## config.mk

```make
export PLATFORM = sky130hd
export DESIGN_NAME = cpu2axi_flat
export DESIGN_NICKNAME = d
export VERILOG_FILES = /design/src/rtl/axi_pkg.sv /design/src/rtl/axi_if.sv /design/src/rtl/cpu2axi.sv /design/src/flat_wrapper.sv
export SDC_FILE = /design/constraint.sdc
export NUM_CORES = 1
export LEC_CHECK = 0
export BUFFER_PORTS_ARGS = -buffer_cell sky130_fd_sc_hd__buf_2
export CAP_MARGIN = 10
export CORE_AREA = 2 2 101 103
export CTS_BUF_LIST = sky130_fd_sc_hd__clkbuf_4 sky130_fd_sc_hd__clkbuf_8 sky130_fd_sc_hd__clkbuf_16
export CTS_CLUSTER_SIZE = 30
export DETAILED_ROUTE_END_ITERATION = 12
export DIE_AREA = 0 0 103 105
export GPL_ROUTABILITY_DRIVEN = 0
export PLACE_DENSITY = 0.66
export SLEW_MARGIN = 5
export SYNTH_ARGS = -nofsm -noshare
export SYNTH_HDL_FRONTEND = slang
export SYNTH_SLANG_ARGS = --single-unit
export TNS_END_PERCENT = 50
```

## constraint.sdc

```tcl
create_clock -name clk -period 1.3 [get_ports clk]
set_input_delay 0.13 -clock clk [delete_from_list [all_inputs] [get_ports clk]]
set_output_delay 0.13 -clock clk [all_outputs]
set_load 0.01 [all_outputs]
```

## src/rtl/axi_pkg.sv

```systemverilog
// Shared AXI definitions for the cpu2axi bridge: burst encodings, the bridge
// FSM state type and the AxSIZE helper.
package axi_pkg;

  localparam logic [1:0] BURST_FIXED = 2'b00;
  localparam logic [1:0] BURST_INCR  = 2'b01;
  localparam logic [1:0] BURST_WRAP  = 2'b10;

  typedef enum logic [2:0] {
    IDLE    = 3'd0,
    RD_ADDR = 3'd1,
    RD_DATA = 3'd2,
    WR_ADDR = 3'd3,
    WR_DATA = 3'd4,
    WR_RESP = 3'd5
  } cpu2axi_state_t;

  // AxSIZE encoding for a beat of nbytes bytes (ceil(log2(nbytes))).
  function automatic logic [2:0] size_from_bytes(input int unsigned nbytes);
    logic [2:0] s;
    s = 3'd0;
    for (int i = 0; i < 8; i++) begin
      if ((32'd1 << i) < nbytes) s = 3'(i + 1);
    end
    return s;
  endfunction

endpackage

```

## src/rtl/axi_if.sv

```systemverilog
// AXI4 bundle (AR, R, AW, W, B). Every channel transfers a beat on a cycle
// where VALID and READY are both high; a source holds VALID and its payload
// stable until READY is seen, and VALID never waits on READY.
interface axi_if #(
  parameter int ID_WIDTH   = 4,
  parameter int ADDR_WIDTH = 16,
  parameter int DATA_WIDTH = 32,
  parameter int STRB_W     = 4
);
  logic [ID_WIDTH-1:0]   arid;
  logic [ADDR_WIDTH-1:0] araddr;
  logic [7:0]            arlen;
  logic [2:0]            arsize;
  logic [1:0]            arburst;
  logic                  arvalid;
  logic                  arready;

  logic [ID_WIDTH-1:0]   rid;
  logic [DATA_WIDTH-1:0] rdata;
  logic [1:0]            rresp;
  logic                  rlast;
  logic                  rvalid;
  logic                  rready;

  logic [ID_WIDTH-1:0]   awid;
  logic [ADDR_WIDTH-1:0] awaddr;
  logic [7:0]            awlen;
  logic [2:0]            awsize;
  logic [1:0]            awburst;
  logic                  awvalid;
  logic                  awready;

  logic [DATA_WIDTH-1:0] wdata;
  logic [STRB_W-1:0]     wstrb;
  logic                  wlast;
  logic                  wvalid;
  logic                  wready;

  logic [ID_WIDTH-1:0]   bid;
  logic [1:0]            bresp;
  logic                  bvalid;
  logic                  bready;

  modport m (
    output arid, araddr, arlen, arsize, arburst, arvalid,
    input  arready,
    input  rid, rdata, rresp, rlast, rvalid,
    output rready,
    output awid, awaddr, awlen, awsize, awburst, awvalid,
    input  awready,
    output wdata, wstrb, wlast, wvalid,
    input  wready,
    input  bid, bresp, bvalid,
    output bready
  );

  modport s (
    input  arid, araddr, arlen, arsize, arburst, arvalid,
    output arready,
    output rid, rdata, rresp, rlast, rvalid,
    input  rready,
    input  awid, awaddr, awlen, awsize, awburst, awvalid,
    output awready,
    input  wdata, wstrb, wlast, wvalid,
    output wready,
    output bid, bresp, bvalid,
    input  bready
  );
endinterface

```

## src/rtl/cpu2axi.sv

```systemverilog
// Single-outstanding AXI4 master bridge. A core burst request becomes either
// AR + R beats (streamed straight through to the core) or AW + W beats + B.
// Addresses are word indices; bursts are INCR. The current FSM state is
// exported on dbg_state.
module cpu2axi
  import axi_pkg::*;
#(
  parameter int ID_WIDTH   = 4,
  parameter int ADDR_WIDTH = 16,
  parameter int DATA_WIDTH = 32,
  parameter int BYTE_WIDTH = 8,
  parameter int AXI_ID     = 0,
  localparam int STRB_W    = DATA_WIDTH / BYTE_WIDTH
) (
  input  logic                  clk,
  input  logic                  rst,
  input  logic                  req_valid,
  output logic                  req_ready,
  input  logic                  req_write,
  input  logic [ADDR_WIDTH-1:0] req_addr,
  input  logic [7:0]            req_len,
  input  logic [STRB_W-1:0]     req_wstrb,
  input  logic                  wdata_valid,
  output logic                  wdata_ready,
  input  logic [DATA_WIDTH-1:0] wdata,
  output logic                  rdata_valid,
  input  logic                  rdata_ready,
  output logic [DATA_WIDTH-1:0] rdata,
  output logic                  rdata_last,
  output logic                  wr_done,
  output cpu2axi_state_t        dbg_state,
  axi_if.m                      axi_m
);

  cpu2axi_state_t        state, state_n;
  logic [ADDR_WIDTH-1:0] addr_q;
  logic [7:0]            len_q;
  logic [STRB_W-1:0]     strb_q;
  logic [7:0]            beat_cnt;
  logic                  req_hs;
  logic                  w_hs;
  logic                  last_beat;

  assign req_hs    = (state == IDLE) && req_valid;
  assign last_beat = (beat_cnt == len_q);
  assign w_hs      = (state == WR_DATA) && wdata_valid && axi_m.wready;
  assign dbg_state = state;

  // Address/control fields only change in IDLE, so they are stable while valid.
  assign axi_m.arid    = ID_WIDTH'(AXI_ID);
  assign axi_m.araddr  = addr_q;
  assign axi_m.arlen   = len_q;
  assign axi_m.arsize  = size_from_bytes(STRB_W);
  assign axi_m.arburst = BURST_INCR;
  assign axi_m.awid    = ID_WIDTH'(AXI_ID);
  assign axi_m.awaddr  = addr_q;
  assign axi_m.awlen   = len_q;
  assign axi_m.awsize  = size_from_bytes(STRB_W);
  assign axi_m.awburst = BURST_INCR;
  assign axi_m.wdata   = wdata;
  assign axi_m.wstrb   = strb_q;
  assign rdata         = axi_m.rdata;

  // State register plus the request latch and write beat counter.
  always_ff @(posedge clk) begin
    if (rst) begin
      state    <= IDLE;
      addr_q   <= '0;
      len_q    <= '0;
      strb_q   <= '0;
      beat_cnt <= '0;
    end else begin
      state <= state_n;
      if (req_hs) begin
        addr_q   <= req_addr;
        len_q    <= req_len;
        strb_q   <= req_wstrb;
        beat_cnt <= '0;
      end else if (w_hs && !last_beat) begin
        // Stop counting on the final beat so len=255 never wraps the counter.
        beat_cnt <= beat_cnt + 8'd1;
      end
    end
  end

  // Next-state logic and all per-state handshake outputs.
  always_comb begin
    state_n       = state;
    req_ready     = 1'b0;
    axi_m.arvalid = 1'b0;
    axi_m.awvalid = 1'b0;
    axi_m.wvalid  = 1'b0;
    axi_m.wlast   = 1'b0;
    axi_m.rready  = 1'b0;
    axi_m.bready  = 1'b0;
    wdata_ready   = 1'b0;
    rdata_valid   = 1'b0;
    rdata_last    = 1'b0;
    wr_done       = 1'b0;
    case (state)
      IDLE: begin
        req_ready = 1'b1;
        if (req_valid) state_n = req_write ? WR_ADDR : RD_ADDR;
      end
      RD_ADDR: begin
        axi_m.arvalid = 1'b1;
        if (axi_m.arready) state_n = RD_DATA;
      end
      RD_DATA: begin
        // Zero-latency pass-through; the burst ends on RLAST alone.
        rdata_valid  = axi_m.rvalid;
        rdata_last   = axi_m.rlast;
        axi_m.rready = rdata_ready;
        if (axi_m.rvalid && rdata_ready && axi_m.rlast) state_n = IDLE;
      end
      WR_ADDR: begin
        // W stays quiet until the address has been accepted.
        axi_m.awvalid = 1'b1;
        if (axi_m.awready) state_n = WR_DATA;
      end
      WR_DATA: begin
        axi_m.wvalid = wdata_valid;
        axi_m.wlast  = last_beat;
        wdata_ready  = axi_m.wready;
        if (w_hs && last_beat) state_n = WR_RESP;
      end
      WR_RESP: begin
        axi_m.bready = 1'b1;
        if (axi_m.bvalid) begin
          wr_done = 1'b1;
          state_n = IDLE;
        end
      end
      default: state_n = IDLE;
    endcase
  end

endmodule

```

## src/flat_wrapper.sv

```systemverilog
// flat-port wrapper written by rule: the top's interface ports become plain ports
module cpu2axi_flat import axi_pkg::*;
#(
  parameter int ID_WIDTH   = 4,
  parameter int ADDR_WIDTH = 16,
  parameter int DATA_WIDTH = 32,
  parameter int BYTE_WIDTH = 8,
  parameter int AXI_ID     = 0,
  localparam int STRB_W    = DATA_WIDTH / BYTE_WIDTH
)
  (clk, rst, req_valid, req_ready, req_write, req_addr, req_len, req_wstrb, wdata_valid, wdata_ready, wdata, rdata_valid, rdata_ready, rdata, rdata_last, wr_done, dbg_state, axi_m_arid, axi_m_araddr, axi_m_arlen, axi_m_arsize, axi_m_arburst, axi_m_arvalid, axi_m_arready, axi_m_rid, axi_m_rdata, axi_m_rresp, axi_m_rlast, axi_m_rvalid, axi_m_rready, axi_m_awid, axi_m_awaddr, axi_m_awlen, axi_m_awsize, axi_m_awburst, axi_m_awvalid, axi_m_awready, axi_m_wdata, axi_m_wstrb, axi_m_wlast, axi_m_wvalid, axi_m_wready, axi_m_bid, axi_m_bresp, axi_m_bvalid, axi_m_bready);
  axi_if #(.ID_WIDTH(ID_WIDTH), .ADDR_WIDTH(ADDR_WIDTH), .DATA_WIDTH(DATA_WIDTH), .STRB_W(4)) axi_m_i ();
  input  logic clk;
  input  logic rst;
  input  logic req_valid;
  output logic req_ready;
  input  logic req_write;
  input  logic [ADDR_WIDTH-1:0] req_addr;
  input  logic [7:0] req_len;
  input  logic [STRB_W-1:0] req_wstrb;
  input  logic wdata_valid;
  output logic wdata_ready;
  input  logic [DATA_WIDTH-1:0] wdata;
  output logic rdata_valid;
  input  logic rdata_ready;
  output logic [DATA_WIDTH-1:0] rdata;
  output logic rdata_last;
  output logic wr_done;
  output cpu2axi_state_t dbg_state;
  output wire logic [$bits(axi_m_i.arid)-1:0] axi_m_arid;
  output wire logic [$bits(axi_m_i.araddr)-1:0] axi_m_araddr;
  output wire logic [$bits(axi_m_i.arlen)-1:0] axi_m_arlen;
  output wire logic [$bits(axi_m_i.arsize)-1:0] axi_m_arsize;
  output wire logic [$bits(axi_m_i.arburst)-1:0] axi_m_arburst;
  output wire logic [$bits(axi_m_i.arvalid)-1:0] axi_m_arvalid;
  input wire logic [$bits(axi_m_i.arready)-1:0] axi_m_arready;
  input wire logic [$bits(axi_m_i.rid)-1:0] axi_m_rid;
  input wire logic [$bits(axi_m_i.rdata)-1:0] axi_m_rdata;
  input wire logic [$bits(axi_m_i.rresp)-1:0] axi_m_rresp;
  input wire logic [$bits(axi_m_i.rlast)-1:0] axi_m_rlast;
  input wire logic [$bits(axi_m_i.rvalid)-1:0] axi_m_rvalid;
  output wire logic [$bits(axi_m_i.rready)-1:0] axi_m_rready;
  output wire logic [$bits(axi_m_i.awid)-1:0] axi_m_awid;
  output wire logic [$bits(axi_m_i.awaddr)-1:0] axi_m_awaddr;
  output wire logic [$bits(axi_m_i.awlen)-1:0] axi_m_awlen;
  output wire logic [$bits(axi_m_i.awsize)-1:0] axi_m_awsize;
  output wire logic [$bits(axi_m_i.awburst)-1:0] axi_m_awburst;
  output wire logic [$bits(axi_m_i.awvalid)-1:0] axi_m_awvalid;
  input wire logic [$bits(axi_m_i.awready)-1:0] axi_m_awready;
  output wire logic [$bits(axi_m_i.wdata)-1:0] axi_m_wdata;
  output wire logic [$bits(axi_m_i.wstrb)-1:0] axi_m_wstrb;
  output wire logic [$bits(axi_m_i.wlast)-1:0] axi_m_wlast;
  output wire logic [$bits(axi_m_i.wvalid)-1:0] axi_m_wvalid;
  input wire logic [$bits(axi_m_i.wready)-1:0] axi_m_wready;
  input wire logic [$bits(axi_m_i.bid)-1:0] axi_m_bid;
  input wire logic [$bits(axi_m_i.bresp)-1:0] axi_m_bresp;
  input wire logic [$bits(axi_m_i.bvalid)-1:0] axi_m_bvalid;
  output wire logic [$bits(axi_m_i.bready)-1:0] axi_m_bready;
  assign axi_m_arid = axi_m_i.arid;
  assign axi_m_araddr = axi_m_i.araddr;
  assign axi_m_arlen = axi_m_i.arlen;
  assign axi_m_arsize = axi_m_i.arsize;
  assign axi_m_arburst = axi_m_i.arburst;
  assign axi_m_arvalid = axi_m_i.arvalid;
  assign axi_m_i.arready = axi_m_arready;
  assign axi_m_i.rid = axi_m_rid;
  assign axi_m_i.rdata = axi_m_rdata;
  assign axi_m_i.rresp = axi_m_rresp;
  assign axi_m_i.rlast = axi_m_rlast;
  assign axi_m_i.rvalid = axi_m_rvalid;
  assign axi_m_rready = axi_m_i.rready;
  assign axi_m_awid = axi_m_i.awid;
  assign axi_m_awaddr = axi_m_i.awaddr;
  assign axi_m_awlen = axi_m_i.awlen;
  assign axi_m_awsize = axi_m_i.awsize;
  assign axi_m_awburst = axi_m_i.awburst;
  assign axi_m_awvalid = axi_m_i.awvalid;
  assign axi_m_i.awready = axi_m_awready;
  assign axi_m_wdata = axi_m_i.wdata;
  assign axi_m_wstrb = axi_m_i.wstrb;
  assign axi_m_wlast = axi_m_i.wlast;
  assign axi_m_wvalid = axi_m_i.wvalid;
  assign axi_m_i.wready = axi_m_wready;
  assign axi_m_i.bid = axi_m_bid;
  assign axi_m_i.bresp = axi_m_bresp;
  assign axi_m_i.bvalid = axi_m_bvalid;
  assign axi_m_bready = axi_m_i.bready;
  cpu2axi #(.ID_WIDTH(ID_WIDTH), .ADDR_WIDTH(ADDR_WIDTH), .DATA_WIDTH(DATA_WIDTH), .BYTE_WIDTH(BYTE_WIDTH), .AXI_ID(AXI_ID)) u_core (.clk(clk), .rst(rst), .req_valid(req_valid), .req_ready(req_ready), .req_write(req_write), .req_addr(req_addr), .req_len(req_len), .req_wstrb(req_wstrb), .wdata_valid(wdata_valid), .wdata_ready(wdata_ready), .wdata(wdata), .rdata_valid(rdata_valid), .rdata_ready(rdata_ready), .rdata(rdata), .rdata_last(rdata_last), .wr_done(wr_done), .dbg_state(dbg_state), .axi_m(axi_m_i));
endmodule
```

# After elaboration in Yosys (flattened, before gate mapping)
# Index checks and enable logic that the tools add are counted.
[op_classes]
n_addsub = 1
n_mul = 0
n_div = 0
n_lt_le_gt_ge = 0
n_eq_ne = 12
n_shift = 0
n_mux = 20
bitwise_logic = 0
reduce_logical = 11
[op_table]
columns = ["operator", "n"]
rows = [
  ["3-bit 2-to-1 mux", 6],
  ["3-bit case mux with 6 select lines", 1],
  ["1-bit 2-to-1 mux", 12],
  ["2-bit != test, second input constant", 5],
  ["8-bit by 1-bit adder with 8-bit output, second input constant", 1],
  ["8-bit equality test", 1],
  ["1-bit logical AND", 7],
  ["3-bit by 2-bit equality test with 1-bit output, second input constant", 2],
  ["3-bit equality test, second input constant", 2],
  ["6-bit AND reduction", 1],
  ["3-bit by 1-bit equality test with 1-bit output, second input constant", 1],
  ["3-bit zero test", 1],
  ["2-bit 2-to-1 mux", 1],
  ["2-bit by 1-bit != test with 1-bit output, second input constant", 1],
  ["2-bit OR reduction", 1],
  ["1-bit zero test", 1],
]
[totals]
regBits = 39
latch_bits = 0
mem_bits_rw = 0
mem_bits_ro = 0
output_inout_bits = 148
memories = 0

# Longest topological paths before layout
# Gate-level depths: netlist of run 1.
[depth]
ltp_word = 6
depth_mapped = 6

# Least setup slack after synthesis of run 1
# No wires, ideal clock.
[synth_timing]
kind = "register to register"
from = "register u_core.state[2], in the netlist u_core.dbg_state[2]"
to = "register u_core.len_q[3], in the netlist u_core.axi_m.arlen[3]"
setup_time_ns = 0.132
arrival_time_ns = 1.426
t_required_ns = 1.168
path_slack_ns = -0.258
stages_incl_launch_ff = 7
n_path_buf = 2
cell_sequence = "dfxtp_1 > buf_4 > nor3_1 > nand2_1 > buf_2 > nand2_1 > a21oi_1"
[synth_via]
elab_chain_len = 2
[synth_rtl]
columns = ["element", "line_no", "text"]
rows = [
  ["from (decl)", "cpu2axi.sv:35", "cpu2axi_state_t state, state_n;"],
  ["from (signal assigned)", "cpu2axi.sv:73", "state <= state_n;"],
  ["3-bit zero test", "cpu2axi.sv:44", "assign req_hs = (state == IDLE) && req_valid;"],
  ["1-bit logical AND", "cpu2axi.sv:44", ""],
  ["to (signal assigned)", "cpu2axi.sv:76", "len_q <= req_len;"],
  ["to (decl)", "cpu2axi.sv:37", "logic [7:0] len_q;"],
]
# No other way between the ends.
# A chain may end at the register's enable or synchronous reset.

# Worst setup path after layout of run 1
[layout_timing]
from = "register u_core.len_q[6], in the netlist u_core.axi_m.arlen[6]"
to = "output axi_m_wlast"
[layout_via]
elab_chain_len = 2
[layout_rtl]
columns = ["element", "line_no", "text"]
rows = [
  ["8-bit equality test", "cpu2axi.sv:45", "assign last_beat = (beat_cnt == len_q);"],
  ["1-bit 2-to-1 mux", "cpu2axi.sv:100", "case (state)"],
  ["to (decl)", "flat_wrapper.sv:52", "output wire logic [$bits(axi_m_i.wlast)-1:0] axi_m_wlast;"],
]
# No other way between the ends.

==> flow_metrics.env, run 1 <==
export IMPL_outcome="complete, but fails checks"
export IMPL_violations="negative setup slack"
export IMPL_switching_share=0.327
export IMPL_maxCapViolCount=0
export IMPL_p_sw_mw=1.21
export IMPL_die_y_um=105
export IMPL_numPortBuffers=105
export IMPL_grt_total_usage=0.115
export IMPL_p_int_mw=2.49
export IMPL_grt_pass1_wl_um=9690
export IMPL_tritoncts="built"
export IMPL_cts_max_level=2
export IMPL_worstReg2RegEnd="u_core.beat_cnt[1]"
export IMPL_yosysWarnings=0
export IMPL_grt_overflow=0
export IMPL_antenna_found_initial=0
export IMPL_ctsRootBufferMaster="clkbuf_8"
export IMPL_clkLatencyLatePin_ns=0.29
export IMPL_powerDensity_nw_per_um2=1060
export IMPL_slew_viol_final=0
export IMPL_holdCritStartpoint="req_len[3]"
export IMPL_core_um2=9640
export IMPL_cp_max_fo=2
export IMPL_fin_nets=507
export IMPL_ios=264
export IMPL_clock_sinks=39
export IMPL_grt_max_degree=29
export IMPL_cp_start_kind="register"
export IMPL_vias=2267
export IMPL_post_route_period_util=1.30
export IMPL_final_cells=524
export IMPL_hp_class="input port to register"
export IMPL_r2r_start="u_core.axi_m.arlen[6]"
export IMPL_r2r_worst_path_cells=6
export IMPL_ff2ff_setup_slack_ns=-0.19
export IMPL_required_ns=1.17
export IMPL_postPlaceCellArea_um2=2820
export IMPL_first_global_vias=2023
export IMPL_rows=36
export IMPL_clockPowerShare=0.277
export IMPL_finClkSkew_ns=0.00875
export IMPL_cts_buffer_depth=2
export IMPL_drt_wirelength_per_cell_um=13.2
export IMPL_first_pass_iters=4
export IMPL_die_w_um=103
export IMPL_min_path_cells=3
export IMPL_ys_seq_elements=39
export IMPL_antennaDiodeCount=0
export IMPL_syn_area_per_cell_um2=7.97
export IMPL_yosysUniqueCellTypes=33
export IMPL_clk_pin_slew_ns=0.09
export IMPL_peakVddDrop_mv=0.602
export IMPL_die_area_um2=10800
export IMPL_pwr_share_seq=0.369
export IMPL_ant_nets=0
export IMPL_dp_cells=500
export IMPL_syn_area_um2=2630
export IMPL_synth_top_cell_area_share=0.305
export IMPL_drive_gt1_frac=0.606
export IMPL_stdcell_area_um2=3500
export IMPL_yosysTopAreaCell="buf_4"
export IMPL_drc_errors=0
export IMPL_cts_made_buffers=5
export IMPL_ys_top_cells_by_area="buf_4, dfxtp_1, nand2_1"
export IMPL_vias_per_cell=4.33
export IMPL_synth_cells=330
export IMPL_fin_ws_ns=-0.385
export IMPL_fmaxAchievable_ghz=0.594
export IMPL_end_kind="primary output"
export IMPL_wl_um=6900
export IMPL_setup_viol=34
export IMPL_drt_iter0_markers=64
export IMPL_rsz0062_at_grt="yes"
export IMPL_power_frac_comb=0.354
export IMPL_start_util=0.273
export IMPL_final_hold_violation_count=0
export IMPL_dp_hpwl_um=4780
export IMPL_worst_hold_path_endpoint="u_core.axi_m.arlen[3]"
export IMPL_synth_seq_area_share=0.297
export IMPL_path_class="register to primary output"
export IMPL_cp_arrival_ns=1.55
export IMPL_final_min_clock_period_ns=1.68
export IMPL_syn_to_final_growth_pct=32.9
export IMPL_p_leak_nw=1.63
==> power by group through the flow <==
stage	registers [mW]	logic [mW]	clock network [mW]
2_1_floorplan	1.42	0.808	0
3_3_place_gp	1.37	0.947	0
3_5_place_dp	1.38	0.960	0
4_1_cts	1.36	1.10	1.09
5_1_grt	1.38	1.42	1.12
6_report	1.37	1.31	1.03
==> timing repair <==
action,CTS,global route
hold buffers,0,0
buffers inserted,13,2
gates resized for setup,34,65
setup endpoints to repair,20,50
gates cloned,0,2
pin swaps,16,17
==> routing by layer <==
metal	vias to the layer above	GRT usage	wire, um
li1	1068	-	-
met1	1045	0.129	2790
met2	127	0.199	3400
met3	27	0.0274	502
met4	0	0.0555	208
met5	-	0	0
==> area by class of cell <==
cell class                 instances  area (um2)
fill                             993        6140
multi-input combinational        186        1330
sequential                        39         817
tap                              133         166
inverter                           2        7.51
timing repair buffer             156        1060
clock buffer                       5        68.8
clock inverter                     3        43.8
==> placed cells by master (no fill, tap or decap), drive strengths merged, types with 3 or more instances in the layout <==
cell / count
and3: 5
dfxtp: 39
clkbuf: 7
a21oi: 33
buf: 154
nand4: 4
nor2: 5
or3: 7
a211oi: 5
mux2i: 9
conb: 18
xor2: 8
nand2: 69
nand3: 3
==> worst max-delay path by stage <==
stage	start	endpoint	slack [ns]	cells after the start
after floorplan	u_core.beat_cnt[4]	axi_m_wlast	-0.18	3
after global placement	u_core.dbg_state[1]	u_core.beat_cnt[7]	-0.09	4
after detailed placement	u_core.beat_cnt[4]	u_core.beat_cnt[2]	-0.13	5
after CTS	u_core.axi_m.arlen[6]	axi_m_wlast	-0.38	4
after global routing	u_core.axi_m.arlen[6]	axi_m_wlast	-0.45	4
final	u_core.axi_m.arlen[6]	axi_m_wlast	-0.38	4
==> cells by family (layout without fill, tap and decap cells) <==
logic type               Yosys count  after routing  synth area share
XOR/XNOR                           8              8            0.0266
AND/OR/NAND/NOR                  106            106             0.203
AO/OA/AOI/OAI                     44             44            0.0965
flip-flops                        39             39             0.297
other                              2             18           0.00285
buffers and inverters            121            166             0.336
adder cells (fa/ha/maj)            1              1           0.00475
multiplexers                       9              9            0.0342
==> registers in the layout (all words and copies together) (netlist names) <==
| register | flops |
|---|---|
| u_core.axi_m.wstrb | 4 |
| u_core.axi_m.arlen | 8 |
| u_core.dbg_state | 3 |
| u_core.axi_m.araddr | 16 |
| u_core.beat_cnt | 8 |
==> worst max-delay path, stage by stage (launching register included) <==
cell and delay [ns]:
dfxtp_2 0.34, xor2_2 0.18, nor4_4 0.33, and4_1 0.27
buf_2 0.14
==> synthesized netlist by cell type <==
library cell,n
inv_1,1
inv_2,1
a32oi_1,1
a211oi_1,5
xor2_1,8
and3_1,5
or3_1,7
nor4b_4,1
nand3_1,3
ha_1,1
a311o_1,1
and4bb_2,1
and4_1,2
nor3_1,2
nor2b_1,1
a21oi_1,32
a21oi_2,1
a31oi_1,2
buf_4,107
clkbuf_1,5
dfxtp_1,39
mux2i_1,9
o211ai_1,1
a211o_1,1
nand2_1,69
nor3b_1,2
and2_1,2
buf_2,4
nor2_1,5
nand4_1,4
conb_1,2
nor4_4,2
buf_6,3
==> per-stage QoR <==
step                      total power [mW]  hold WS (ns)  setup TNS, ns  utilization  worst slack, ns
after floorplan                       2.23         0.258          -2.50            -           -0.179
after global placement                2.32         0.260         -0.690        0.293          -0.0938
after detailed placement              2.34         0.260          -1.00        0.293           -0.131
after CTS                             3.54        0.0460          -3.01        0.328           -0.380
after global routing                  3.93        0.0595          -6.10        0.363           -0.451
final                                 3.70        0.0619          -2.90        0.363           -0.385
No activity file was read; power rests on OpenSTA's default activity.
==> run 2: changes to the inputs <==
--- a/config.mk
+++ b/config.mk
@@ -7,13 +7,16 @@
 export LEC_CHECK = 0
 export BUFFER_PORTS_ARGS = -buffer_cell sky130_fd_sc_hd__buf_2
 export CAP_MARGIN = 10
-export CORE_AREA = 2 2 101 103
+export CELL_PAD_IN_SITES_DETAIL_PLACEMENT = 1
+export CELL_PAD_IN_SITES_GLOBAL_PLACEMENT = 2
+export CORE_MARGIN = 1.5
+export CORE_UTILIZATION = 15
 export CTS_BUF_LIST = sky130_fd_sc_hd__clkbuf_4 sky130_fd_sc_hd__clkbuf_8 sky130_fd_sc_hd__clkbuf_16
 export CTS_CLUSTER_SIZE = 30
 export DETAILED_ROUTE_END_ITERATION = 12
-export DIE_AREA = 0 0 103 105
 export GPL_ROUTABILITY_DRIVEN = 0
-export PLACE_DENSITY = 0.66
+export PLACE_DENSITY_LB_ADDON = 0.1
+export REMOVE_ABC_BUFFERS = 1
 export SLEW_MARGIN = 5
 export SYNTH_ARGS = -nofsm -noshare
 export SYNTH_HDL_FRONTEND = slang
==> run 2 against run 1 <==
- the flow still finishes with violations (negative setup slack)
- die area increased by 70%
- global-route usage increased by 2.3 points
- worst hold slack improved by 0.011 ns
- clock skew fell by 0.0022 ns
- fmax decreased by 0.50%
- sequential power hardly changed
- core utilization decreased by 14 points
- register-to-register slack got worse by 0.02 ns
- sequential share of layout area down 2.5 points
- worst setup slack got worse by 0.0085 ns
- clock power rose by 32%
==> flow_metrics.env, run 2 (synthesis results as in run 1) <==
export IMPL_outcome="complete, but fails checks"
export IMPL_violations="negative setup slack"
export IMPL_clock_sinks=39
export IMPL_powerDensity_nw_per_um2=1100
export IMPL_r2r_start="u_core.axi_m.arlen[2]"
export IMPL_die_y_um=135
export IMPL_ctsRootBufferMaster="clkbuf_16"
export IMPL_ant_nets=0
export IMPL_post_route_period_util=1.30
export IMPL_fin_nets=518
export IMPL_grt_overflow=0
export IMPL_layout_commonest_cell="buf_2"
export IMPL_required_ns=1.17
export IMPL_cp_arrival_ns=1.56
export IMPL_rows=48
export IMPL_die_w_um=135
export IMPL_ios=264
export IMPL_hp_class="input port to register"
export IMPL_cts_hold_buf=0
export IMPL_path_class="register to primary output"
export IMPL_path_cells="xor2_2 -> nor4_4 -> and4_1 -> buf_2"
export IMPL_grt_max_degree=23
export IMPL_grt_use_met2=0.164
export IMPL_fmaxAchievable_ghz=0.591
export IMPL_vias_per_cell=3.93
export IMPL_final_cells=627
export IMPL_grt_util_met3=0.141
export IMPL_drc_errors=0
export IMPL_cts_buffer_depth=2
export IMPL_final_min_clock_period_ns=1.69
export IMPL_drt_iter0_markers=65
export IMPL_final_hold_violation_count=0
export IMPL_worst_hold_path_endpoint="u_core.axi_m.arlen[7]"
export IMPL_grt_pass1_wl_um=17600
export IMPL_rsz0062_at_grt="yes"
export IMPL_cts_max_level=2
export IMPL_gr_usage_met1=0.162
export IMPL_worstReg2RegEnd="u_core.beat_cnt[5]"
export IMPL_most_common_layout_cells="buf_2, nand2_1, buf_4, dfxtp_1, buf_6"
export IMPL_clk_pin_slew_ns=0.07
export IMPL_core_um2=17200
export IMPL_timing_hold_ws_ns=0.0725
export IMPL_die_area_um2=18300
export IMPL_antenna_found_initial=1
export IMPL_ff2ff_setup_slack_ns=-0.21
export IMPL_min_path_cells=3
export IMPL_clkLatencyLatePin_ns=0.29
export IMPL_power_frac_comb=0.356
export IMPL_first_pass_iters=4
export IMPL_first_global_vias=2336
export IMPL_tritoncts="built"
export IMPL_numPortBuffers=105
export IMPL_p_sw_mw=1.38
export IMPL_grt_total_usage=0.138
export IMPL_wl_um=13300
export IMPL_crit_slowest_cell="nor4_4"
export IMPL_cp_max_fo=2
export IMPL_syn_to_final_growth_pct=46.5
export IMPL_start_util=0.153
export IMPL_r2r_worst_path_cells=6
export IMPL_setup_viol=48
export IMPL_largest_reg_flops=16
export IMPL_top_usage_layer="met2"
export IMPL_clockPowerShare=0.319
export IMPL_maxCapViolCount=0
export IMPL_end_kind="primary output"
export IMPL_cp_start_kind="register"
export IMPL_dp_hpwl_um=10400
export IMPL_slew_viol_final=0
export IMPL_p_leak_nw=1.76
export IMPL_finClkSkew_ns=0.00657
export IMPL_crit_family="simple AND/OR/NAND/NOR gates"
export IMPL_setup_tns_ns=-5.16
export IMPL_switching_share=0.325
export IMPL_drt_wirelength_per_cell_um=21.2
export IMPL_holdCritStartpoint="req_len[7]"
export IMPL_crit_buf_inv=1
export IMPL_peakVddDrop_mv=0.515
export IMPL_antennaDiodeCount=0
export IMPL_cts_made_buffers=5
export IMPL_p_int_mw=2.87
export IMPL_dp_cells=601
export IMPL_drive_gt1_frac=0.637
export IMPL_fin_ws_ns=-0.393
export IMPL_pwr_share_seq=0.325
export IMPL_vias=2461
export IMPL_crit_path_max_incr_delay_ns=0.35
run 2: changes by cell type in the layout (fill, tap and decap cells not counted), sizes merged:
cell / change
bufinv: -1
clkbuf: +2
clkinvlp: +1
clkinv: -2
buf: +11
run 2: tightest hold or removal path, cell delays in order:
cell     delay, ns
buf_2         0.09
nand2_1       0.04
a21oi_1       0.05
run 2: per-stage QoR:
stage	instance area, um2	util	power, mW	setup WS (ns)
2_1_floorplan	1820	-	1.82	-0.779
3_3_place_gp	2980	0.173	2.44	-0.185
3_5_place_dp	2980	0.173	2.44	-0.217
4_1_cts	3480	0.202	4.10	-0.421
5_1_grt	3850	0.224	4.51	-0.477
6_report	3850	0.224	4.25	-0.393
run 2: routing by layer:
| metal | vias up | wire length, um |
|---|---|---|
| met5 | - | 190 |
| met4 | 8 | 120 |
| met3 | 17 | 2750 |
| met2 | 202 | 4930 |
| met1 | 1140 | 5310 |
| li1 | 1094 | - |
run 2: how the worst max path moves through the flow:
stage / slack [ns] / cells past startpoint / endpoint / startpoint
floorplan: -0.78 / 4 / u_core.beat_cnt[3] / u_core.dbg_state[2]
global placement: -0.18 / 5 / u_core.beat_cnt[5] / u_core.beat_cnt[6]
detailed placement: -0.22 / 5 / u_core.beat_cnt[5] / u_core.beat_cnt[6]
CTS: -0.42 / 4 / axi_m_wlast / u_core.axi_m.arlen[0]
global route: -0.48 / 4 / axi_m_wlast / u_core.axi_m.arlen[2]
finish: -0.39 / 4 / axi_m_wlast / u_core.axi_m.arlen[2]
run 2: cell type report:
type                    instances  area [um2]
clock buffers                   7         153
clock inverters                 1        7.51
fillers                      2022       13400
inverters                       2        7.51
multi-input cells             186        1370
flip-flops and latches         39         805
well taps                     225         282
repair buffers                167        1230
run 2: power by group through the flow:
stage	logic (mW)	clock network, mW	registers, mW
after floorplan	0.351	0	1.47
after global placement	1.06	0	1.38
after detailed placement	1.05	0	1.38
after CTS	1.31	1.43	1.36
after global routing	1.64	1.47	1.39
final	1.51	1.36	1.38
run 2: timing repair:
| item | in CTS | in global routing |
|---|---|---|
| gates resized for setup | 48 | 77 |
| pin swaps | 21 | 28 |
| setup endpoints to repair | 49 | 50 |
| buffers inserted | 10 | 5 |
| cloned | 3 | 3 |
==> run 3: changes to the inputs <==
--- a/config.mk
+++ b/config.mk
@@ -15,7 +15,7 @@
 export CTS_CLUSTER_SIZE = 30
 export DETAILED_ROUTE_END_ITERATION = 12
 export GPL_ROUTABILITY_DRIVEN = 0
-export PLACE_DENSITY_LB_ADDON = 0.1
+export PLACE_DENSITY = 0.84
 export REMOVE_ABC_BUFFERS = 1
 export SLEW_MARGIN = 5
 export SYNTH_ARGS = -nofsm -noshare
==> run 3 against run 2 <==
- the flow still finishes with violations (negative setup slack)
- clock power is 7% lower
- worst hold slack better by 0.0024 ns
- worst setup slack better by 0.040 ns
- non-clock buffer count is 3 higher
- combinational power hardly changed
- critical path type unchanged
- via count is 1.5% lower
- largest power group unchanged
- sequential power hardly changed
- global-route usage is 0.10 points lower
- wire length is 0.65% lower
- clock skew is 0.0037 ns lower
- register-to-register slack hardly changed
- first-iteration DRC count is 28% lower
==> flow_metrics.env, run 3 (synthesis results as in run 1) <==
export IMPL_outcome="complete, but fails checks"
export IMPL_violations="negative setup slack"
export IMPL_ctsRootBufferMaster="clkbuf_16"
export IMPL_cp_max_fo=2
export IMPL_fmaxAchievable_ghz=0.605
export IMPL_grt_max_degree=29
export IMPL_hp_class="input port to register"
export IMPL_p_leak_nw=1.73
export IMPL_clock_sinks=39
export IMPL_required_ns=1.17
export IMPL_cts_made_buffers=5
export IMPL_clkLatencyLatePin_ns=0.29
export IMPL_grt_pass1_wl_um=17500
export IMPL_finClkSkew_ns=0.00292
export IMPL_peakVddDrop_mv=0.448
export IMPL_dp_hpwl_um=10400
export IMPL_tritoncts="built"
export IMPL_antenna_found_initial=1
export IMPL_die_y_um=135
export IMPL_fin_total_pwr_mw=4.16
export IMPL_setup_tns_ns=-6.15
export IMPL_drive_gt1_frac=0.611
export IMPL_drc_errors=0
export IMPL_vias=2425
export IMPL_layout_commonest_cell="buf_2"
export IMPL_path_class="register to primary output"
export IMPL_cp_arrival_ns=1.52
export IMPL_final_min_clock_period_ns=1.65
export IMPL_rows=48
export IMPL_ant_nets=0
export IMPL_post_route_period_util=1.27
export IMPL_antennaDiodeCount=0
export IMPL_rsz0062_at_grt="yes"
export IMPL_first_pass_iters=4
export IMPL_powerDensity_nw_per_um2=1100
export IMPL_cts_buffer_depth=2
export IMPL_crit_family="simple AND/OR/NAND/NOR gates"
export IMPL_largest_reg_flops=16
export IMPL_drt_wirelength_per_cell_um=21.0
export IMPL_final_hold_violation_count=0
export IMPL_n_fill_cell=2030
export IMPL_vias_per_cell=3.86
export IMPL_syn_to_final_growth_pct=43.9
export IMPL_wl_um=13200
export IMPL_grt_overflow=0
export IMPL_crit_buf_inv=1
export IMPL_core_um2=17200
export IMPL_dpl_worst_slack_ns=-0.222
export IMPL_die_w_um=135
export IMPL_setup_viol=46
export IMPL_cp_start_kind="register"
export IMPL_ios=264
export IMPL_fin_util=0.220
export IMPL_timing_hold_ws_ns=0.0749
export IMPL_numPortBuffers=105
export IMPL_maxCapViolCount=0
export IMPL_grt_total_usage=0.137
export IMPL_slew_viol_final=0
export IMPL_die_area_um2=18300
export IMPL_clk_pin_slew_ns=0.06
export IMPL_crit_path_max_incr_delay_ns=0.33
export IMPL_fin_ws_ns=-0.353
export IMPL_cts_max_level=2
export IMPL_crit_slowest_cell="dfxtp_2"
export IMPL_most_common_layout_cells="buf_2, nand2_1, buf_4, dfxtp_1, buf_6"
export IMPL_path_cells="xor2_2 -> nor4_4 -> and4_1 -> buf_2"
export IMPL_drt_iter0_markers=47
export IMPL_start_util=0.153
export IMPL_end_kind="primary output"
export IMPL_first_global_vias=2346
export IMPL_cts_hold_buf=0
export IMPL_fin_nets=521
## run 3: cell type report
cell class	instances	area, um2	area share
Clock buffer	6	139	0.0367
Clock inverter	1	5.00	0.00132
Inverter	2	10.0	0.00264
Multi-Input combinational cell	186	1300	0.344
Sequential cell	39	805	0.212
Tap cell	225	282	0.0744
Timing Repair Buffer	170	1240	0.328
## run 3: tightest hold or removal path: stages
cell and delay [ns]:
buf_2 0.10, nand2_1 0.05, a21oi_1 0.05
## run 3: timing repair
action | 4_1_cts | 5_1_grt
pin swaps | 18 | 13
buffers inserted | 12 | 13
cloned | 1 | 3
gates resized for setup | 66 | 50
endpoints found under the setup margin | 49 | 50
## run 3: path summary, 6_finish.rpt
path / from / to / slack [ns] / cells after the start
hold reg to reg: u_core.axi_m.wstrb[3] / u_core.axi_m.wstrb[3] / 0.46 / 2
setup / recovery: u_core.beat_cnt[0] / axi_m_wlast / -0.35 / 4
hold / removal: req_len[0] / u_core.axi_m.arlen[0] / 0.07 / 3
setup reg to reg: u_core.dbg_state[1] / u_core.beat_cnt[3] / -0.21 / 7
## run 3: power by group
part | leakage [nW] | total [mW] | internal (mW) | switching [mW]
logic | 1.33 | 1.54 | 0.805 | 0.735
registers | 0.325 | 1.36 | 1.29 | 0.0745
clock network | 0.0727 | 1.26 | 0.750 | 0.512
## run 3: per-stage QoR
stage          instance area, um2  instances
2_1_floorplan                1820        227
3_3_place_gp                 2930        595
3_5_place_dp                 2930        595
4_1_cts                      3460        615
5_1_grt                      3790        629
6_report                     3790        629
## run 3: layer usage
| layer | track usage | routed length (um) | part of all wire |
|---|---|---|---|
| met5 | 0.0750 | 194 | 0.015 |
| met4 | 0.0191 | 86 | 0.0065 |
| met3 | 0.177 | 3490 | 0.26 |
| met2 | 0.171 | 4920 | 0.37 |
| met1 | 0.135 | 4520 | 0.34 |
